File: config.mk
export PLATFORM = sky130hd
export DESIGN_NAME = vector_engine
export DESIGN_NICKNAME = d
export VERILOG_FILES = /design/src/rtl/vector_engine_pkg.sv /design/src/rtl/vector_lane_alu.sv /design/src/rtl/vector_engine.sv
export SDC_FILE = /design/constraint.sdc
export NUM_CORES = 1
export LEC_CHECK = 0
export BUFFER_PORTS_ARGS = -buffer_cell sky130_fd_sc_hd__buf_2
export CORE_UTILIZATION = 58
export CTS_CLUSTER_DIAMETER = 100
export DETAILED_ROUTE_END_ITERATION = 7
export PLACE_DENSITY = 0.82
export SLEW_MARGIN = 15
export SYNTH_ARGS = -nofsm -noshare
export SYNTH_HDL_FRONTEND = slang
export SYNTH_SLANG_ARGS = --single-unit
File: constraint.sdc
create_clock -name in_clk -period 4.8 [get_ports in_clk]
set_clock_uncertainty 0.05 [all_clocks]
set_input_delay 0.72 -clock in_clk [delete_from_list [all_inputs] [get_ports in_clk]]
set_output_delay 0.72 -clock in_clk [all_outputs]
set_load 0.02 [all_outputs]
File: src/rtl/vector_engine_pkg.sv
// Shared types and field layout for the descriptor-driven vector add/sub engine.
package vector_engine_pkg;

  typedef enum logic [2:0] {
    IDLE,
    DESC_REQ,
    DESC_CAP,
    RD_A,
    RD_B,
    EXE,
    WR,
    DONE
  } state_t;

  // Config cell (memory cell 0) layout
  localparam int CFG_START   = 0;
  localparam int CFG_A_LSB   = 1;
  localparam int CFG_B_LSB   = 11;
  localparam int CFG_DST_LSB = 21;
  localparam int CFG_OP      = 31;

  // Status cell (memory cell 1) layout
  localparam int ST_BUSY      = 0;
  localparam int ST_DONE      = 1;
  localparam int ST_ERROR     = 2;
  localparam int ST_COUNT_LSB = 16;

  // Lane operation select
  localparam logic OP_ADD = 1'b0;
  localparam logic OP_SUB = 1'b1;

  // Descriptor block: cell 2 holds the block count in its low 16 bits
  localparam int DESC_LEN_CELL = 2;
  localparam int LEN_W         = 16;

  function automatic logic [31:0] status_word(input logic busy,
                                              input logic done,
                                              input logic error,
                                              input logic [LEN_W-1:0] count);
    logic [31:0] w;
    w = '0;
    w[ST_BUSY]                   = busy;
    w[ST_DONE]                   = done;
    w[ST_ERROR]                  = error;
    w[ST_COUNT_LSB +: LEN_W]     = count;
    return w;
  endfunction

endpackage

File: src/rtl/vector_lane_alu.sv
// Blocks-wide lane ALU: independent add or subtract per cell, no carry across lanes.
module vector_lane_alu
  import vector_engine_pkg::*;
#(
  parameter int blocks     = 4,
  parameter int cell_width = 32
) (
  input  logic [blocks*cell_width-1:0] a,
  input  logic [blocks*cell_width-1:0] b,
  input  logic                         op,
  output logic [blocks*cell_width-1:0] result
);

  // Each lane wraps modulo 2^cell_width on its own
  always_comb begin
    result = '0;
    for (int i = 0; i < blocks; i++) begin
      case (op)
        OP_ADD:  result[i*cell_width +: cell_width] = a[i*cell_width +: cell_width] + b[i*cell_width +: cell_width];
        OP_SUB:  result[i*cell_width +: cell_width] = a[i*cell_width +: cell_width] - b[i*cell_width +: cell_width];
        default: result[i*cell_width +: cell_width] = '0;
      endcase
    end
  end

endmodule

File: src/rtl/vector_engine.sv
// Descriptor-driven element-wise add/sub engine: fetches a descriptor, streams
// operand blocks A and B, writes A op B block by block and reports through status.
module vector_engine
  import vector_engine_pkg::*;
#(
  parameter int size       = 1024,
  parameter int blocks     = 4,
  parameter int log_size   = 10,
  parameter int cell_width = 32,
  parameter int width      = blocks * cell_width
) (
  input  logic                  in_clk,
  input  logic                  in_reset,
  input  logic [cell_width-1:0] in_config,
  input  logic [cell_width-1:0] in_status,
  input  logic [width-1:0]      in_data,
  output logic [log_size-1:0]   out_address,
  output logic [width-1:0]      out_data,
  output logic                  out_read_en,
  output logic                  out_write_en,
  output logic [cell_width-1:0] out_status,
  output logic                  out_write_status_en
);

  // Wide enough that base + len*blocks can never wrap
  localparam int CHK_W = log_size + 17;
  localparam logic [log_size-1:0] STRIDE = log_size'(blocks);

  state_t              state;
  logic [log_size-1:0] a_addr;
  logic [log_size-1:0] b_addr;
  logic [log_size-1:0] dst_addr;
  logic                op;
  logic [LEN_W-1:0]    len;
  logic [LEN_W-1:0]    k;
  logic [width-1:0]    a_reg;
  logic [width-1:0]    alu_result;

  logic [LEN_W-1:0]    desc_len;
  logic [CHK_W-1:0]    span;
  logic [CHK_W-1:0]    a_end;
  logic [CHK_W-1:0]    b_end;
  logic [CHK_W-1:0]    dst_end;
  logic                desc_error;

  logic                unused_status;
  assign unused_status = ^{in_status[cell_width-1:ST_DONE+1], in_status[ST_DONE-1:0]};

  function automatic logic [cell_width-1:0] status_out(input logic busy,
                                                       input logic done,
                                                       input logic error,
                                                       input logic [LEN_W-1:0] count);
    return cell_width'(status_word(busy, done, error, count));
  endfunction

  // B is taken straight off the read bus in EXE and combined with the captured A
  vector_lane_alu #(
    .blocks     (blocks),
    .cell_width (cell_width)
  ) u_alu (
    .a      (a_reg),
    .b      (in_data),
    .op     (op),
    .result (alu_result)
  );

  // Descriptor range check; dst below cell 2 would clobber config/status
  always_comb begin
    desc_len   = in_data[DESC_LEN_CELL*cell_width +: LEN_W];
    span       = CHK_W'(desc_len) * CHK_W'(blocks);
    a_end      = CHK_W'(a_addr) + span;
    b_end      = CHK_W'(b_addr) + span;
    dst_end    = CHK_W'(dst_addr) + span;
    desc_error = (a_end > CHK_W'(size)) || (b_end > CHK_W'(size)) ||
                 (dst_end > CHK_W'(size)) || (dst_addr < log_size'(2));
  end

  // Control FSM; all memory strobes and status words are registered here
  always_ff @(posedge in_clk) begin
    if (in_reset) begin
      state               <= IDLE;
      a_addr              <= '0;
      b_addr              <= '0;
      dst_addr            <= '0;
      op                  <= 1'b0;
      len                 <= '0;
      k                   <= '0;
      a_reg               <= '0;
      out_address         <= '0;
      out_data            <= '0;
      out_read_en         <= 1'b0;
      out_write_en        <= 1'b0;
      out_status          <= '0;
      out_write_status_en <= 1'b0;
    end else begin
      out_read_en         <= 1'b0;
      out_write_en        <= 1'b0;
      out_write_status_en <= 1'b0;
      out_data            <= '0;
      case (state)
        IDLE: begin
          if (in_config[CFG_START] && !in_status[ST_DONE]) begin
            a_addr              <= in_config[CFG_A_LSB +: log_size];
            b_addr              <= in_config[CFG_B_LSB +: log_size];
            dst_addr            <= in_config[CFG_DST_LSB +: log_size];
            op                  <= in_config[CFG_OP];
            k                   <= '0;
            len                 <= '0;
            out_read_en         <= 1'b1;
            out_address         <= '0;
            out_status          <= status_out(1'b1, 1'b0, 1'b0, '0);
            out_write_status_en <= 1'b1;
            state               <= DESC_REQ;
          end
        end
        DESC_REQ: state <= DESC_CAP;
        DESC_CAP: begin
          len <= desc_len;
          if (desc_error) begin
            out_status          <= status_out(1'b0, 1'b1, 1'b1, '0);
            out_write_status_en <= 1'b1;
            state               <= DONE;
          end else if (desc_len == '0) begin
            out_status          <= status_out(1'b0, 1'b1, 1'b0, '0);
            out_write_status_en <= 1'b1;
            state               <= DONE;
          end else begin
            out_read_en <= 1'b1;
            out_address <= a_addr;
            state       <= RD_A;
          end
        end
        RD_A: begin
          out_read_en <= 1'b1;
          out_address <= b_addr;
          state       <= RD_B;
        end
        RD_B: begin
          a_reg <= in_data;
          state <= EXE;
        end
        EXE: begin
          out_data            <= alu_result;
          out_write_en        <= 1'b1;
          out_address         <= dst_addr;
          out_status          <= status_out(1'b1, 1'b0, 1'b0, k + LEN_W'(1));
          out_write_status_en <= 1'b1;
          state               <= WR;
        end
        WR: begin
          k        <= k + LEN_W'(1);
          a_addr   <= a_addr + STRIDE;
          b_addr   <= b_addr + STRIDE;
          dst_addr <= dst_addr + STRIDE;
          if (k + LEN_W'(1) < len) begin
            out_read_en <= 1'b1;
            out_address <= a_addr + STRIDE;
            state       <= RD_A;
          end else begin
            out_status          <= status_out(1'b0, 1'b1, 1'b0, len);
            out_write_status_en <= 1'b1;
            state               <= DONE;
          end
        end
        DONE: state <= IDLE;
        default: state <= IDLE;
      endcase
    end
  end

endmodule

# [Yosys cells after proc, flatten, opt, wreduce, memory -nomap -nowiden]
# Index checks and enable logic that the tools add are counted.
[word_totals] in_bits=194 elab_cells=104 out_inout_bits=173 register_bits=367
[op_classes] eq_ne=13 bitwise=2 add_sub_neg=15 mux=38 reduce_logical=17 magnitude_cmp=5
[ops] operator="one-hot mux 32 bit (2 select lines)" count=4
[ops] operator="adder 32 bit" count=4
[ops] operator="two-way mux 32 bit" count=4
[ops] operator="one-hot mux 32 bit (4 select lines)" count=1
[ops] operator="subtractor 32 bit" count=4
[ops] operator="two-way mux 10 bit" count=7
[ops] operator="one-hot mux 16 bit (2 select lines)" count=2
[ops] operator="one-hot mux 10 bit (2 select lines)" count=3
[ops] operator="adder 10 x 18 -> 19 bit" count=3
[ops] operator="> comparator 19 x 11 -> 1 bit (second input constant)" count=3
[ops] operator="one-hot mux 10 bit (5 select lines)" count=1
[ops] operator="adder 10 x 3 -> 10 bit (second input constant)" count=3
[ops] operator="one-hot mux 3 bit (8 select lines)" count=1
[ops] operator="adder 16 x 1 -> 16 bit (second input constant)" count=1
[ops] operator="zero test 16 bit" count=1
[ops] operator="< comparator 16 bit" count=1
[ops] operator="two-way mux 16 bit" count=1
[ops] operator="equality test 3 bit (second input constant)" count=4
[ops] operator="two-way mux 3 bit" count=4
[ops] operator="< comparator 10 x 2 -> 1 bit (second input constant)" count=1
[ops] operator="!= test 2 bit (second input constant)" count=5
[ops] operator="two-way mux 1 bit" count=8
[ops] operator="one-hot mux 1 bit (4 select lines)" count=2
[ops] operator="equality test 3 x 2 -> 1 bit (second input constant)" count=2
[ops] operator="other kinds (14)" count=20

# [Logic depth before layout (Yosys ltp)]
[logic_depth] depth_word=7 depth_mapped=19 ltp_nobuf=19

# [Cells and area by module]
# Synthesis repeated with hierarchy kept, for this count alone.
[hier_totals] hier_cells=3119 hier_area_um2=24026.8
[modules_own_cells] module="vector_engine" seq_area_each_um2=7086.8 n_inst=1 cells_each=1744 area_each_um2=14813.0
[modules_own_cells] module="vector_lane_alu" seq_area_each_um2=0.0 n_inst=1 cells_each=1375 area_each_um2=9213.8

# [Worst setup path before layout]
# Ideal clock, no wire load.
[synth_path] path_kind="input-to-reg" from="in in_data[66]" to="reg out_data[94]" slack_ns=0.312 setup_time_ns=0.128 path_stages=17 arrival_time_ns=4.311 cell_sequence="or4_1 > nor3b_2 > nand2_1 > nor3_1 > nor2_1 > xnor2_1 > ha_1 > o21ai_0 > nand2b_1 > a41oi_1 > a311oi_1 > a2111oi_0 > a221oi_1 > o21ai_0 > o21ai_0 > xnor2_1 > nor2_1"
[synth_via] elab_chain_len=2 word_cells_on_any_way=3 classes_between="add/sub: 2; mux: 1"
[synth_rtl] item="start, declared" line="vector_engine.sv:16" text="input logic [width-1:0] in_data,"
[synth_rtl] item="subtractor 32 bit or adder 32 bit (tied branches)" line="vector_lane_alu.sv:20, vector_lane_alu.sv:19"
[synth_rtl] item="one-hot mux 32 bit (2 select lines) (*)" line="vector_lane_alu.sv:18" text="case (op)"
[synth_rtl] item="end signal, assigned" line="vector_engine.sv:143" text="out_data <= alu_result;"
[synth_rtl] item="end, declared" line="vector_engine.sv:18" text="output logic [width-1:0] out_data,"
# Every way passes the cells marked *; elsewhere a longest branch is shown, timed or not.
# A chain may end at the register's enable or synchronous reset.

# [Worst setup path in the final report]
# Ends and elaborated chain as after synthesis.

==> impl_metrics.yaml <==
outcome:
  outcome: "finished clean"
worst_setup_path:
  regToRegSetupSlack_ps: 340
  cp-end-kind: "register"
  max_stage_delay_ps: 650
  cp.depth: 19
  cp_top_family: "compound AO/OA/AOI/OAI gates"
  crit_buf_inv: 2
  timing_worst_setup_path_type: "input pin to register"
  cp_max_fo: 4
  arrival_ps: 4880
  cp_cell_sequence: "buf_2 > or4_1 > nor4_2 > nand2_1 > nor2_1 > a31oi_1 > xnor2_1 > ha_1 > nand4_1 > nor3_1 > o2111ai_1 > a311oi_1 > a2111oi_0 > buf_4 > a221oi_1 > o21ai_0 > o21ai_0 > xnor2_1 > nor2_1"
  worstRegToRegCells: 19
  cp.required_ps: 5190
  start_kind: "input pin"
  slowest_stage: "or4_1"
power:
  p_total_mw: 8.645
  ir_drop_mv: 0.3390
  swShare_pct: 31.13
  p_switching_mw: 2.691
  p_seq_share_pct: 37.2
  p_per_area_mw_per_mm2: 325.7
  p_int_mw: 5.954
  p_comb_share_pct: 24.8
  clockPowerShare_pct: 38.0
  p_leak_nw: 11.50
cts:
  cts_made_buffers: 40
  clk_pin_slew_ps: 60
  cts_tree: "yes"
  clock-sinks: 354
  clock-root-buffer: "clkbuf_16"
  clk_latency_ps: 560
  htree_num_levels: 2
  cts_buffer_depth: 3
synthesis:
  synthTopCellsByArea: "dfxtp_1 31%, ha_1 9.5%, a21oi_1 8.0%, xnor2_1 7.0%, nand2_1 6.5%"
  synth.ff_latch_count: 354
  yosysTopAreaCell: "dfxtp_1"
  seq_area_frac_synth_pct: 31.32
  ys_types: 94
  yosys_warnings: 0
  synth_ff_type: "dfxtp_1"
  async_flop_share_pct: 0
  synth.top_cell.area_share_pct: 31.32
  syn_avg_cell_area_sq_um: 7.751
  synth-edff-count: 0
  netlist_area_sq_mm: 0.02262
  synth_cells: 2919
floorplanning:
  initial_core_util_pct: 59.50
  chipWidth_microns: 199.5
  rows: 71
  die-area_sq_mm: 0.03980
  die_h_microns: 199.5
  core-area_sq_mm: 0.03802
  ios: 367
global_routing:
  grt_start_max_net_pins: 78
  grt_first_pass_wirelength_mm: 105.6
  grt_pass1_vias: 21430
  grt-ovfl-total: 0
  grt_usage_pct: 32.72
  antenna_found_initial: 11
route:
  drtIter0Drc: 1641
  via_per_inst: 5.955
  wl_per_cell_microns: 17.52
  wirelength_mm: 66.57
  route.met3.wl_mm: 5.186
  drc_errors: 0
  routed.top_layer: "met5"
  first_pass_iters: 6
  antenna_left: 0
  via_count: 22620
  met2_wirelength_mm: 30.67
  drt-met1-wl_mm: 27.58
sta:
  setup_viol: 0
  drv_slew: 0
  hold_ws_ps: 338.2
  worst_slew_pin_slew_ps: 1021
  timing.final.crit_share_pct: 93.65
  fmax_mhz: 222.5
  rsz0062_at_grt: "false"
  period_needed_ps: 4495
  slew_headroom_pct: 31.84
  report.final.hold_viol_count: 0
layout:
  finish.instance_area_sq_mm: 0.02654
  fillers: 3157
  mostFrequentLayoutCells: "391 x nand2_1, 363 x a21oi_1, 353 x dfxtp_1"
  final_common_cell: "nand2_1"
  final_cells: 3799
  nNetsFinal: 3620
  areaGrowthSynthToFinish_pct: 17.32
  utilization_pct: 69.81
  drive_gt1_share_pct: 16.57
place:
  place_inst: 3711
  placed_area_sq_mm: 0.02506
  routabilityCongestion: 1.020
  port_buffers: 322
  hpwlAfterDp_mm: 48.69
worst_hold_path:
  hold_class: "input pin to register"
  whs_path_depth: 3
run:
  drv_cap: 0
[timing repair]
item                                    in CTS  in global routing
gates resized for setup                      0                  0
hold buffers                                 0                  0
endpoints found under the hold margin        0                  0
setup buffers                                0                  5
endpoints found under the setup margin       0                  7
[per-stage QoR]
stage / worst slack (ps) / TNS, ps
final: 305.0 / 0
after global placement: -117.7 / -284.2
after CTS: 271.9 / 0
after global routing: 16.71 / 0
after detailed placement: -266.8 / -719.7
after floorplan: 311.7 / 0
[worst register-to-register path, stage by stage (launching register included)]
cell and delay [ps]:
dfxtp_1 460, ha_1 260, and3_1 210, and3_1 260, and3_1 300, and3_1 270, nand3_1 120, xor2_1 210
inv_1 100, ha_1 300, nor2b_1 140, o21ai_0 180, o2111ai_1 210, o21ai_1 200, buf_4 150, and2_1 160
nand4_4 140, and2_4 240, clkbuf_4 190, a211oi_1 220
[kinds of logic (layout without fill, tap and decap cells)]
kind of cell / count (synthesis) / count (layout) / synth area share (%)
AND/OR/NAND/NOR: 1074 / 1074 / 21.55
AO/OA/AOI/OAI: 818 / 818 / 22.89
flip-flops: 354 / 354 / 31.32
buffers and inverters: 245 / 591 / 4.386
XOR/XNOR: 235 / 235 / 9.097
adder cells (fa/ha/maj): 179 / 179 / 10.13
multiplexers: 13 / 13 / 0.6083
other: 1 / 24 / 0.01658
[power by group through the flow]
stage	Combinational [mW]	Sequential [mW]	Clock (mW)
global placement	2.02	3.27	0
detailed placement	2.08	3.28	0
floorplan	1.47	3.29	0
CTS	2.10	3.21	3.33
finish	2.14	3.22	3.28
global route	2.36	3.23	3.44
[worst paths after layout]
kind | from | endpoint
max | in_data[66] | out_data[94]$_SDFF_PP0_
min | in_config[22] | dst_addr[1]$_SDFFE_PP0P_
max reg2reg | k[0]$_SDFFE_PP0P_ | out_status[31]$_SDFFE_PP0P_
min reg2reg | a_reg[64]$_SDFFE_PP0P_ | a_reg[64]$_SDFFE_PP0P_
[routing by layer]
layer	up-vias	global-route usage, %
li1	10950	-
met1	10500	40.12
met2	951	54.64
met3	213	5.266
met4	4	17.84
met5	-	0
[cell type report]
cell class / count / area [sq um] / area share, %
flip-flops and latches: 354 / 7091 / 26.71
diodes: 11 / 27.53 / 0.1037
inverters: 94 / 352.8 / 1.329
repair buffers: 425 / 2404 / 9.056
clock inverters: 16 / 221.5 / 0.8344
well taps: 511 / 639.4 / 2.409
multi-input cells: 2332 / 14610 / 55.06
clock buffers: 56 / 1192 / 4.493
[synth_stat cells, types with 55 or more instances]
library cell  instances
nand2_1             392
nor3_1               92
dfxtp_1             354
a21oi_1             363
a21o_1               57
nand3_1              63
xor2_1               55
clkbuf_1            125
ha_1                172
inv_1                93
nor2_1              312
xnor2_1             180
o21ai_0             107
Power figures use the tool's default switching activity.
